===== src/rtl/player_sprite_engine_if.sv =====
// rtl/player_sprite_engine_if.sv - control/pixel bundle between sprite driver and player sprite engine
//
// Purpose: groups the per-pixel beam inputs, register writes and the pixel
// output of the player sprite engine so a driver (master) and the engine
// (slave) connect through one port.
// Signals:
//   pixel_en       advance one pixel this cycle
//   hpos           current beam column, valid when pixel_en=1
//   graphics_load  write graphics_in to the new graphics buffer
//   graphics_in    sprite line data
//   vdelay_swap    copy the new graphics buffer into the old one
//   vdelay         1: display old buffer, 0: display new buffer
//   position_load  load position_in as the absolute column
//   position_in    absolute column (ignored when off the visible line)
//   strobe         load the current hpos as the position
//   scale          clocks per sprite bit: 1x/2x/4x/8x
//   reflect        0: MSB first, 1: LSB first
//   copies         0: one, 1: +close, 2: +medium, 3: +close +medium
//   value          current sprite pixel
//   active         serializer running
interface player_sprite_engine_if #(
  parameter int DATA_WIDTH = 8,
  parameter int POS_WIDTH  = 8
);
  logic                  pixel_en;
  logic [POS_WIDTH-1:0]  hpos;
  logic                  graphics_load;
  logic [DATA_WIDTH-1:0] graphics_in;
  logic                  vdelay_swap;
  logic                  vdelay;
  logic                  position_load;
  logic [POS_WIDTH-1:0]  position_in;
  logic                  strobe;
  logic [1:0]            scale;
  logic                  reflect;
  logic [1:0]            copies;
  logic                  value;
  logic                  active;

  modport master (
    output pixel_en, hpos, graphics_load, graphics_in, vdelay_swap, vdelay,
           position_load, position_in, strobe, scale, reflect, copies,
    input  value, active
  );

  modport slave (
    input  pixel_en, hpos, graphics_load, graphics_in, vdelay_swap, vdelay,
           position_load, position_in, strobe, scale, reflect, copies,
    output value, active
  );
endinterface


===== src/rtl/player_sprite_engine.sv =====
// rtl/player_sprite_engine.sv - player sprite serializer with copies, scaling, reflection and vertical delay
//
// Purpose: holds the sprite column and double-buffered graphics, triggers on
// the beam column (up to three copies) and shifts the graphics out one bit per
// 1/2/4/8 pixel clocks.
// Ports:
//   clk    pixel-domain clock
//   reset  synchronous, active-high
//   bus    slave side of player_sprite_engine_if (beam, register writes,
//          display controls in; value/active out)
module player_sprite_engine #(
  parameter int DATA_WIDTH  = 8,
  parameter int POS_WIDTH   = 8,
  parameter int LINE_PIXELS = 160,
  parameter int COPY_CLOSE  = 16,
  parameter int COPY_MEDIUM = 32
) (
  input logic                   clk,
  input logic                   reset,
  player_sprite_engine_if.slave bus
);

  localparam int IDX_W = (DATA_WIDTH > 1) ? $clog2(DATA_WIDTH) : 1;
  localparam logic [POS_WIDTH:0] LINE_W   = (POS_WIDTH+1)'(LINE_PIXELS);
  localparam logic [IDX_W-1:0]   LAST_IDX = IDX_W'(DATA_WIDTH - 1);

  typedef enum logic {IDLE, RUN} state_t;

  state_t                state_q, state_d;
  logic [POS_WIDTH-1:0]  pos_q, pos_d;
  logic [DATA_WIDTH-1:0] gfx_new_q, gfx_new_d;
  logic [DATA_WIDTH-1:0] gfx_old_q, gfx_old_d;
  logic [IDX_W-1:0]      bit_idx_q, bit_idx_d;
  logic [2:0]            sub_cnt_q, sub_cnt_d;

  // Copy column = base + offset, folded back onto the visible line.
  function automatic logic [POS_WIDTH-1:0] wrap_col(input logic [POS_WIDTH-1:0] base,
                                                    input int                   off);
    logic [POS_WIDTH:0] sum;
    sum = {1'b0, base} + (POS_WIDTH+1)'(off);
    if (sum >= LINE_W) sum = sum - LINE_W;
    return sum[POS_WIDTH-1:0];
  endfunction

  logic [POS_WIDTH-1:0]  col_close, col_medium;
  logic                  hit, trigger;
  logic [2:0]            sub_limit;
  logic [DATA_WIDTH-1:0] gfx;
  logic [IDX_W-1:0]      bit_sel;

  assign col_close  = wrap_col(pos_q, COPY_CLOSE);
  assign col_medium = wrap_col(pos_q, COPY_MEDIUM);
  assign hit        = (bus.hpos == pos_q)
                    | (bus.copies[0] & (bus.hpos == col_close))
                    | (bus.copies[1] & (bus.hpos == col_medium));
  assign trigger    = bus.pixel_en & hit;

  always_comb begin
    sub_limit = 3'd0;
    case (bus.scale)
      2'd0: sub_limit = 3'd0;
      2'd1: sub_limit = 3'd1;
      2'd2: sub_limit = 3'd3;
      2'd3: sub_limit = 3'd7;
      default: sub_limit = 3'd0;
    endcase
  end

  // Graphics are read live so mid-sprite writes show on the next bit.
  assign gfx       = bus.vdelay ? gfx_old_q : gfx_new_q;
  assign bit_sel   = bus.reflect ? bit_idx_q : (LAST_IDX - bit_idx_q);
  assign bus.active = (state_q == RUN);
  assign bus.value  = (state_q == RUN) & gfx[bit_sel];

  always_comb begin
    state_d   = state_q;
    pos_d     = pos_q;
    gfx_new_d = gfx_new_q;
    gfx_old_d = gfx_old_q;
    bit_idx_d = bit_idx_q;
    sub_cnt_d = sub_cnt_q;

    // A same-cycle load and swap moves the previous new graphics into old.
    if (bus.graphics_load) gfx_new_d = bus.graphics_in;
    if (bus.vdelay_swap)   gfx_old_d = gfx_new_q;

    if (bus.pixel_en && bus.strobe) begin
      pos_d = bus.hpos;
    end else if (bus.position_load && ({1'b0, bus.position_in} < LINE_W)) begin
      pos_d = bus.position_in;
    end

    // Restart has priority over end-of-sprite.
    if (trigger) begin
      state_d   = RUN;
      bit_idx_d = '0;
      sub_cnt_d = '0;
    end else if (bus.pixel_en && (state_q == RUN)) begin
      // >= so a count stranded above a newly reduced limit wraps next pixel.
      if (sub_cnt_q >= sub_limit) begin
        sub_cnt_d = '0;
        if (bit_idx_q == LAST_IDX) begin
          state_d   = IDLE;
          bit_idx_d = '0;
        end else begin
          bit_idx_d = bit_idx_q + IDX_W'(1);
        end
      end else begin
        sub_cnt_d = sub_cnt_q + 3'd1;
      end
    end
  end

  always_ff @(posedge clk) begin
    if (reset) begin
      state_q   <= IDLE;
      pos_q     <= '0;
      gfx_new_q <= '0;
      gfx_old_q <= '0;
      bit_idx_q <= '0;
      sub_cnt_q <= '0;
    end else begin
      state_q   <= state_d;
      pos_q     <= pos_d;
      gfx_new_q <= gfx_new_d;
      gfx_old_q <= gfx_old_d;
      bit_idx_q <= bit_idx_d;
      sub_cnt_q <= sub_cnt_d;
    end
  end

endmodule


===== src/flat_wrapper.sv =====
// flat-port wrapper written by rule: the top's interface ports become plain ports
module player_sprite_engine_flat 
#(
  parameter int DATA_WIDTH  = 8,
  parameter int POS_WIDTH   = 8,
  parameter int LINE_PIXELS = 160,
  parameter int COPY_CLOSE  = 16,
  parameter int COPY_MEDIUM = 32
)
  (clk, reset, bus_pixel_en, bus_hpos, bus_graphics_load, bus_graphics_in, bus_vdelay_swap, bus_vdelay, bus_position_load, bus_position_in, bus_strobe, bus_scale, bus_reflect, bus_copies, bus_value, bus_active);
  player_sprite_engine_if #(.DATA_WIDTH(DATA_WIDTH), .POS_WIDTH(POS_WIDTH)) bus_i ();
  input logic clk;
  input logic reset;
  input wire logic [$bits(bus_i.pixel_en)-1:0] bus_pixel_en;
  input wire logic [$bits(bus_i.hpos)-1:0] bus_hpos;
  input wire logic [$bits(bus_i.graphics_load)-1:0] bus_graphics_load;
  input wire logic [$bits(bus_i.graphics_in)-1:0] bus_graphics_in;
  input wire logic [$bits(bus_i.vdelay_swap)-1:0] bus_vdelay_swap;
  input wire logic [$bits(bus_i.vdelay)-1:0] bus_vdelay;
  input wire logic [$bits(bus_i.position_load)-1:0] bus_position_load;
  input wire logic [$bits(bus_i.position_in)-1:0] bus_position_in;
  input wire logic [$bits(bus_i.strobe)-1:0] bus_strobe;
  input wire logic [$bits(bus_i.scale)-1:0] bus_scale;
  input wire logic [$bits(bus_i.reflect)-1:0] bus_reflect;
  input wire logic [$bits(bus_i.copies)-1:0] bus_copies;
  output wire logic [$bits(bus_i.value)-1:0] bus_value;
  output wire logic [$bits(bus_i.active)-1:0] bus_active;
  assign bus_i.pixel_en = bus_pixel_en;
  assign bus_i.hpos = bus_hpos;
  assign bus_i.graphics_load = bus_graphics_load;
  assign bus_i.graphics_in = bus_graphics_in;
  assign bus_i.vdelay_swap = bus_vdelay_swap;
  assign bus_i.vdelay = bus_vdelay;
  assign bus_i.position_load = bus_position_load;
  assign bus_i.position_in = bus_position_in;
  assign bus_i.strobe = bus_strobe;
  assign bus_i.scale = bus_scale;
  assign bus_i.reflect = bus_reflect;
  assign bus_i.copies = bus_copies;
  assign bus_value = bus_i.value;
  assign bus_active = bus_i.active;
  player_sprite_engine #(.DATA_WIDTH(DATA_WIDTH), .POS_WIDTH(POS_WIDTH), .LINE_PIXELS(LINE_PIXELS), .COPY_CLOSE(COPY_CLOSE), .COPY_MEDIUM(COPY_MEDIUM)) u_core (.clk(clk), .reset(reset), .bus(bus_i));
endmodule

===== config.mk =====
export PLATFORM = sky130hd
export DESIGN_NAME = player_sprite_engine_flat
export DESIGN_NICKNAME = d
export VERILOG_FILES = /design/src/rtl/player_sprite_engine_if.sv /design/src/rtl/player_sprite_engine.sv /design/src/flat_wrapper.sv
export SDC_FILE = /design/constraint.sdc
export NUM_CORES = 1
export LEC_CHECK = 0
export ABC_AREA = 1
export CORE_UTILIZATION = 51
export CTS_CLUSTER_DIAMETER = 30
export DETAILED_ROUTE_END_ITERATION = 12
export GPL_TIMING_DRIVEN = 0
export HOLD_SLACK_MARGIN = 0.02
export PLACE_DENSITY = 0.79
export SYNTH_ARGS = -nofsm -noshare
export SYNTH_HDL_FRONTEND = slang
export SYNTH_SLANG_ARGS = --single-unit
export TNS_END_PERCENT = 100

===== constraint.sdc =====
create_clock -name clk -period 2.73 [get_ports clk]
set_clock_uncertainty 0.1 [all_clocks]
set_input_delay 0.546 -clock clk [delete_from_list [all_inputs] [get_ports clk]]
set_output_delay 0.546 -clock clk [all_outputs]
set_load 0.03 [all_outputs]

## Yosys cells after proc, flatten, opt, wreduce, memory -nomap -nowiden

Index checks and enable logic that the tools add are counted.

| storage, ports and cells | value |
|---|---|
| register bits after elaboration | 31 |
| latch bits | 0 |
| bits in writable memories | 0 |
| ROM bits | 0 |
| input bits | 37 |
| memories | 0 |

| operators by class | value |
|---|---|
| $add $sub $neg | 7 |
| $mul | 0 |
| div/mod/pow operators | 0 |
| magnitude comparators | 5 |
| equal/unequal tests | 7 |
| shift operators | 0 |
| mux-type cells | 15 |
| bitwise logic cells | 6 |
| reductions and logical operators | 11 |

Operators with widths:

| operator | number |
|---|---|
| two-way mux 8 bit | 5 |
| == test 8 bit | 3 |
| greater-or-equal comparator 9 x 8 -> 1 bit, second input constant | 2 |
| subtractor 8 bit, second input constant | 2 |
| case mux 3 bit (4 select lines) | 1 |
| adder 8 x 5 -> 9 bit, second input constant | 1 |
| adder 8 x 6 -> 9 bit, second input constant | 1 |
| two-way mux 3 bit | 3 |
| less-than comparator 8 bit, second input constant | 1 |
| nonzero test 2 bit | 4 |
| adder 3 x 1 -> 3 bit, second input constant | 2 |
| two-way mux 1 bit | 5 |
| AND 1 bit | 4 |
| == test 2 bit, second input constant | 2 |
| less-than comparator 3 x 4 -> 1 bit, second input constant | 1 |
| binary-select mux 1 bit (select 3 bit) | 1 |
| == test 3 bit, second input constant | 1 |
| greater-or-equal comparator 3 bit | 1 |
| logical AND 1 bit | 3 |
| AND reduction 3 bit | 1 |
| subtractor 3 bit, first input constant | 1 |
| == test 2 x 1 -> 1 bit, second input constant | 1 |
| zero test 2 bit | 1 |
| OR 1 bit | 2 |
| 2 further kinds | 2 |

## Depth between registers and ports, before layout

| logic depth | value |
|---|---|
| word-level depth | 10 |
| mapped depth | 19 |
| mapped depth without buffers | 19 |

## Least setup slack after synthesis

No wires, ideal clock.

| path | value |
|---|---|
| path kind | input to output |
| from | in bus_reflect |
| to | out bus_value |
| arrival | 1.766 ns |
| setup slack | 0.318 ns |
| stages on the path | 8 |
| buffers on the path | 0 |
| cell sequence | xor2_2 inv_1 nor2_1 o21ai_0 nand3_1 nand3_1 nand2_1 a21oi_1 |

| on the way | value |
|---|---|
| word-level cells in the longest chain between the ends | 4 |

RTL lines:

| what | RTL line | text |
|---|---|---|
| start: declaration | flat_wrapper.sv:24 | `input wire logic [$bits(bus_i.reflect)-1:0] bus_reflect;` |
| two-way mux 3 bit | player_sprite_engine.sv:71 | `assign bit_sel = bus.reflect ? bit_idx_q : (LAST_IDX - bit_idx_q);` |
| binary-select mux 1 bit (select 3 bit) | player_sprite_engine.sv:73 | `assign bus.value = (state_q == RUN) & gfx[bit_sel];` |
| two-way mux 1 bit (not written as such) | player_sprite_engine.sv:73 |  |
| AND 1 bit | player_sprite_engine.sv:73 |  |
| end: declaration | flat_wrapper.sv:26 | `output wire logic [$bits(bus_i.value)-1:0] bus_value;` |

No other way between the ends. The select of a mux whose other input is x is not followed.

## Final worst setup path

Ends and elaborated chain as after synthesis.

==> metrics.txt <==
commonest non-fill, non-tap cell in the layout nor2_1; Placement Setup Slack -687 ps; drt first pass iters 4; Slew Limit Fails 0; Hold Fails Final Rpt 0; Synth Instances 293; CTS tree built; min-delay src u_core.pos_q[3]$_SDFFE_PP0P_; most frequent cells in the layout nor2_1, nand2_1, clkdlybuf4s50_1, inv_1, o21ai_0; crit path from bus_reflect; Post-CTS Hold Fix Bufs 0; Starting Density 53.2%; Die Ht 63.8 µm; Syn-to-layout area delta 28.6%; top sig layer met4; status finished, final reports clean; routed wire length 4410 µm; Min Hold Slack 393 ps; Nets 387; antenna fix cells 0; ratio of cells with drive above 1 in the final layout 6.47%; clock slew at reported path FFs 60 ps; relative slew slack 62.0%; Final setup viols 0; GR Util All Layers 24.0%; total power draw 1.16 mW; Avg Cell Area, Syn 6.64 µm²; I/O pins 39; worst vdd ir 0.228 mV; Placer Congestion 0.841; clock latency on the worst-skew pair 280 ps; Tightest Pin Transition 556 ps; Mapped Area 1950 µm²; placed cell count 378; critical path required time 2080 ps; chip width 63.8 µm; Sum Neg Setup Slack 0 ps; Final Util 68.4%; met1 WL 1990 µm; first-pass GRT wire length 7660 µm; flops & latches, synth 31; WL met2 2180 µm; Synth Warn # 0; clk buf depth 2; Die Area 4070 µm²; Post-DRT Antenna Nets 0; Non-Filler Instances 388; Residual DRC 0; RSZ-0062 raised after global routing no; Fmax 378 MHz; worst setup margin 85.3 ps; Setup crit end kind output port; register area 621 µm²; P_leak 1.13 nW; root buffer cell clkbuf_8; final instance area 2500 µm²; Max Cap Violations 0; core footprint 3660 µm²; pin count of the biggest net entering global routing 11; CP Max Fanout 7; WL per Instance 11.4 µm; starting DRC count in detailed routing 139; CTS Buf Count 5; count of unique library cells instantiated by Yosys 29; metal3 WL 205 µm; Final min period 2640 ps; HPWL after DPL 3340 µm; Multi-input gate area 1180 µm²; num rows 22; Synth Net Count 341; Seq/Total Area, Yosys 31.9%; Pwr Density 462 nW/µm²; final worst-path cycle share 96.9%; Startpoint Class input port; vias in the first global route 1823; Setup CP Type input port to output port; Via Count 1980; CTS H-tree lvls 2; Post-DP Area 2380 µm²; vias per cell 5.10; FILL cells 338; CTS Sinks 31; type of the worst min-delay path register to register; antenna violations before repair 0; worst flop-to-flop path startpoint u_core.pos_q[4]$_SDFFE_PP0P_; IO Port Bufs 37; Data arrival, critical path 2000 ps; total grt overflow 0
-- per-layer routing --
metal	vias to the layer above	track usage, %
li1	1049	-
met1	879	28.1
met2	47	43.1
met3	5	5.54
met4	0	6.82
met5	-	0
-- flip-flops by register name, summed over array words and instances, names as in the netlist --
name	cells
u_core.bit_idx_q	3
u_core.bus.active	1
u_core.gfx_new_q	8
u_core.gfx_old_q	8
u_core.pos_q	8
u_core.sub_cnt_q	3
-- cells in the mapped netlist --
| cell type | count | share of area (%) |
|---|---|---|
| inv_1 | 35 | 6.7 |
| o22ai_1 | 1 | 0.32 |
| nand2_2 | 3 | 0.96 |
| a2111oi_0 | 1 | 0.45 |
| xor2_2 | 1 | 0.84 |
| a22oi_1 | 1 | 0.39 |
| nand3_1 | 22 | 5.7 |
| xor2_1 | 4 | 1.8 |
| a31oi_1 | 7 | 2.2 |
| or2_2 | 2 | 0.64 |
| xnor2_1 | 6 | 2.7 |
| a21o_1 | 1 | 0.39 |
| buf_2 | 1 | 0.26 |
| a21oi_1 | 4 | 1.0 |
| o2111ai_1 | 1 | 0.45 |
| nand3_2 | 1 | 0.51 |
| o21ai_0 | 33 | 8.5 |
| o21bai_1 | 5 | 1.9 |
| nor2_1 | 62 | 12 |
| nand2_1 | 44 | 8.5 |
| nor2_2 | 1 | 0.32 |
| o211ai_1 | 2 | 0.77 |
| inv_2 | 2 | 0.39 |
| ha_1 | 11 | 7.1 |
| nand3b_1 | 1 | 0.39 |
| dfxtp_1 | 31 | 32 |
| nand4_1 | 2 | 0.64 |
| clkbuf_1 | 4 | 0.77 |
| a211oi_1 | 4 | 1.5 |
-- kinds of logic after synthesis --
| kind of cell | Yosys count | share of synthesized area (%) |
|---|---|---|
| AOI/OAI and AO/OA | 60 | 18.0 |
| xor gates and xnor gates | 11 | 5.33 |
| adders and majority gates | 11 | 7.07 |
| buffers and inverters | 42 | 8.16 |
| DFF | 31 | 31.9 |
| and+or+nand+nor | 138 | 29.6 |
-- what timing repair did --
action / CTS / global route
buffers inserted: 2 / 0
setup endpoints to repair: 1 / 1
pin swaps: 1 / 1
resized for setup: 8 / 3
-- worst paths after layout --
check                                endpoint  slack [ps]  cells past startpoint
max                                 bus_value          90                      9
min              u_core.pos_q[3]$_SDFFE_PP0P_         390                      2
min reg2reg      u_core.pos_q[3]$_SDFFE_PP0P_         390                      2
max reg2reg  u_core.bit_idx_q[0]$_SDFFE_PP0P_         340                     19
-- final cells by class --
class	count	area share [%]
repair buffers	39	15.3
inverters	37	5.65
plain buffers	5	0.800
flip-flops and latches	31	24.8
well taps	48	2.40
clock buffers	8	4.00
multi-input cells	220	47.1
-- power by group --
group,internal (mW),switching (mW)
clock,0.230,0.161
combinational,0.125,0.134
sequential,0.480,0.0261
total,0.834,0.321
-- worst max-delay path, stage by stage --
cell and delay [ps]:
clkdlybuf4s15_1 320, xor2_4 290, nor2_1 80, o21ai_0 190, nand3_1 90, nand3_1 90
nand2_1 50, a21oi_1 160, buf_4 190
Note: power is estimated with default switching activity, not from simulation.
